[config.mk]
export PLATFORM = sky130hd
export DESIGN_NAME = rr_stream_mux
export DESIGN_NICKNAME = d
export VERILOG_FILES = /design/src/rtl/rr_stream_mux.sv
export SDC_FILE = /design/constraint.sdc
export NUM_CORES = 1
export LEC_CHECK = 0
export BUFFER_PORTS_ARGS = -buffer_cell sky130_fd_sc_hd__buf_4
export CAP_MARGIN = 20
export CORE_AREA = 2 2 49 55
export CTS_BUF_LIST = sky130_fd_sc_hd__clkbuf_8 sky130_fd_sc_hd__clkbuf_16
export CTS_CLUSTER_DIAMETER = 60
export DETAILED_ROUTE_END_ITERATION = 6
export DIE_AREA = 0 0 51 57
export GPL_TIMING_DRIVEN = 0
export PLACE_DENSITY = 0.79
export SYNTH_ARGS = -nofsm -noshare
export SYNTH_HDL_FRONTEND = slang
export SYNTH_SLANG_ARGS = --single-unit
[constraint.sdc]
create_clock -name clk -period 2.1 [get_ports clk]
set_input_delay 0.21 -clock clk [delete_from_list [all_inputs] [get_ports clk]]
set_output_delay 0.21 -clock clk [all_outputs]
set_load 0.01 [all_outputs]
[src/rtl/rr_stream_mux.sv]
// rr_stream_mux: N-channel valid/ready stream mux with round-robin or fixed-priority arbitration and a registered output stage
module rr_stream_mux #(
  parameter int N_CH = 4,
  parameter int WIDTH = 8,
  localparam int SEL_W = $clog2(N_CH)
) (
  input  logic                  clk,
  input  logic                  rst,
  input  logic [N_CH*WIDTH-1:0] in_data,
  input  logic [N_CH-1:0]       in_valid,
  output logic [N_CH-1:0]       in_ready,
  input  logic                  mode,
  output logic [WIDTH-1:0]      out_data,
  output logic [SEL_W-1:0]      out_ch,
  output logic                  out_valid,
  input  logic                  out_ready
);
  logic [WIDTH-1:0] out_data_q, out_data_d;
  logic [SEL_W-1:0] out_ch_q, out_ch_d, last_q, last_d, win, idx;
  logic out_valid_q, out_valid_d, load_en, found, take;
  // search for the winner starting after the last grant (or at 0 in priority mode) and form next state
  always_comb begin
    load_en = !out_valid_q || out_ready;
    found = 1'b0;
    win = '0;
    idx = '0;
    for (int i = 0; i < N_CH; i++) begin
      idx = SEL_W'(mode ? i : (int'(last_q) + 1 + i) % N_CH);
      if (!found && in_valid[idx]) begin
        found = 1'b1;
        win = idx;
      end
    end
    take = found && load_en;
    in_ready = (take && !rst) ? N_CH'(1) << win : '0;
    out_valid_d = load_en ? found : out_valid_q;
    out_data_d = take ? WIDTH'(in_data >> (int'(win) * WIDTH)) : out_data_q;
    out_ch_d = take ? win : out_ch_q;
    last_d = take ? win : last_q;
  end
  // output register and grant pointer; reset drops any held beat and points at the last channel
  always_ff @(posedge clk) begin
    if (rst) begin
      out_valid_q <= 1'b0;
      out_data_q <= '0;
      out_ch_q <= '0;
      last_q <= SEL_W'(N_CH - 1);
    end else begin
      out_valid_q <= out_valid_d;
      out_data_q <= out_data_d;
      out_ch_q <= out_ch_d;
      last_q <= last_d;
    end
  end
  assign out_data = out_data_q;
  assign out_ch = out_ch_q;
  assign out_valid = out_valid_q;
endmodule

==> impl_metrics.tcl <==
set metrics [dict create \
    area_growth_pct 77.9 \
    register_area_um2 263 \
    drtPass1Iterations 4 \
    max-vdd-ir-drop_v 0.000422 \
    finalHoldViolCount 0 \
    yosysMostFrequentCell "mux2i_1" \
    pwr-share-clk_pct 21.6 \
    worstMarginPinSlew_ps 537 \
    synth_xor_area_share_pct 0 \
    slowest_stage "dfxtp_2" \
    critical_path_required_ps 1890 \
    p_comb_share_pct 49.1 \
    power_w 0.00104 \
    grt_usage_pct 22.3 \
    num_rows 19 \
    crit_arrival_ps 1970 \
    synth_cell_types 38 \
    worst_slack_ps -84.7 \
    cts_root_buffer "clkbuf_8" \
    hold_buffers 0 \
    yosys.area.top_type "dfxtp_1" \
    final_net_count 219 \
    switching_share_pct 33.0 \
    fp.coreArea_um2 2400 \
    die_area_um2 2910 \
    fmax_ghz 0.458 \
    synth_mux_area_share_pct 20.0 \
    slew_violations 0 \
    async_flop_share_pct 0 \
    io_pins 55 \
    die_x_um 51 \
    grt_overflow 0 \
    syn_area_um2 968 \
    clk_pin_slew_ps 60 \
    slew-limit-headroom_pct 63.9 \
    antenna_found_initial 0 \
    hold_ws_ps 276 \
    p_per_area_nw_per_um2 603 \
    portBuffers 53 \
    ys_top_cells_by_area "dfxtp_1 27%, mux2i_1 17%, nand3b_1 7.8%" \
    hpwlAfterDp_um 1980 \
    critPathKind "reg2out" \
    cts_max_level 1 \
    grt_pass1_wl_um 4910 \
    multiInputGateArea_um2 776 \
    initial_core_util_pct 40.3 \
    finClkSkew_ps 0.975 \
    synth_compound_area_share_pct 21.3 \
    clockBufferDepth 2 \
    grt_max_degree 11 \
    yosys_warnings 0 \
    cts.sinks 13 \
    n_antenna_cell 0 \
    cts_tree "done" \
    intPower_w 0.000696 \
    failed_checks "negative setup slack" \
    leakagePower_nw 0.811 \
    switchingPower_w 0.000342 \
    synth_edf_count 0 \
    synth.avg_cell_area_um2 9.14 \
    routedWlPerCell_um 15.2 \
    route.detailed.drc 0 \
    timing.final.crit_share_pct 104 \
    slowest_delay_ps 310 \
    cp-end-kind "output pin" \
    cpLargestDelayFamily "buffers and inverters" \
    setup_tns_ps -221 \
    synth_top_family_by_area "simple AND/OR/NAND/NOR gates" \
    gp_routability_congestion 0.694 \
    synthAdderAreaFrac_pct 0 \
    drt_iter0_markers 11 \
    synth_common_cells "16 x mux2i_1, 13 x dfxtp_1, 10 x nand3b_1, 6 x nor2_1" \
    maxCapViolCount 0 \
    setup_viol 4 \
    ys_seq_area_share_pct 26.9 \
    clkLatencyLatePin_ps 250 \
    synthDominantCellAreaShare_pct 26.9 \
    critPathBufInv 4 \
    path_cells "buf_6 > buf_4 > a21oi_1 > nor3b_1 > nor4_4 > o21ai_4 > buf_6 > nor2b_1 > buf_4" \
    fp.dieH_um 57 \
    wirelength_um 3180 \
    synth.ff_latch_count 13 \
    nFillCells 179 \
    rsz0062_at_grt "true" \
    vias_per_cell 5.39 \
    path_max_fanout 8 \
    syn_inst 106 \
    synthSimpleGateAreaFrac_pct 26.1 \
    pwr-share-seq_pct 29.3 \
    layout_min_cycle_time_ps 2180 \
    start_kind "register" \
    vias 1126 \
    grt_pass1_vias 1125 \
    outcome "finished with violations" \
    drive_above_1_share_pct 59.0 \
    utilization_pct 71.8 \
    ys.flop_type "dfxtp_1" \
    synth_fp_nets 146 \
    cts_buffers 3 \
    hold_class "in2reg" \
    antenna_left 0 \
]
final timing paths:
check         startpoint          end  slack [ps]  depth (start not counted)
max            last_q[1]  in_ready[2]         -80                          9
min          in_data[27]  out_data[3]         280                          3
max reg2reg    last_q[1]  out_data[5]          10                         10
min reg2reg    out_ch[0]    out_ch[0]         480                          2
worst min-delay path, cell delays in order:
cell,delay (ps)
buf_4,80
mux2i_1,50
o221ai_1,150
logic make-up (layout without fill, tap and decap cells):
logic type             count (synthesis)  after routing
multiplexers                          19             19
buffers and inverters                 11             83
AO/OA/AOI/OAI                         24             24
flip-flops                            13             13
AND/OR/NAND/NOR                       39             39
state kept, by name, indices dropped and copies added, names as in the netlist:
signal and cells:
out_ch 2, out_data 8, out_valid 1, last_q 2
power by group through the flow:
stage	combinational [W]	clock (W)	sequential [W]
after floorplan	0.000212	0	0.000317
after global placement	0.000367	0	0.000304
after detailed placement	0.000376	0	0.000305
after CTS	0.000451	0.000227	0.000303
after global routing	0.000545	0.000233	0.000309
final	0.000509	0.000225	0.000304
area by class of cell:
class | count | share of cell area, %
plain buffers | 6 | 2.76
clock buffers | 3 | 2.40
clock inverters | 1 | 0.218
inverters | 3 | 0.654
multi-input cells | 82 | 45.0
flip-flops and latches | 13 | 15.3
well taps | 31 | 2.25
repair buffers | 70 | 31.4
placed cells by master (no fill, tap or decap), types with 3 or more instances in the layout:
cell type  synthesis  final
o221ai_2           0      3
inv_1              2      3
nor2_1             6      4
clkbuf_8           0      3
buf_2              5      3
nand3b_1          10     10
a21oi_1            4      4
mux2_1             3      3
buf_4              0     65
nor2b_1            5      4
buf_6              1      6
o21ai_1            3      3
dfxtp_1           13     11
mux2i_1           16     14
layer usage:
metal | global-route usage (%) | part of all wire, % | routed length, µm
met1 | 25.2 | 38 | 1220
met2 | 37.7 | 50 | 1590
met3 | 3.93 | 8.0 | 255
met4 | 15.4 | 3.6 | 114
met5 | 0 | 0 | 0
repair_timing:
item | CTS | global route
cloned | 1 | 0
setup buffers | 14 | 2
setup endpoints to repair | 9 | 12
pin swaps | 8 | 8
gates resized for setup | 15 | 20
metrics by stage:
stage,std cells,cell area (µm²),setup slack [ps]
6_report,209,1720,-84.7
5_1_grt,209,1720,-152
4_1_cts,208,1620,-122
3_5_place_dp,190,1410,-74.6
3_3_place_gp,190,1410,-64.1
2_1_floorplan,106,968,140
No activity file was read; power rests on OpenSTA's default activity.
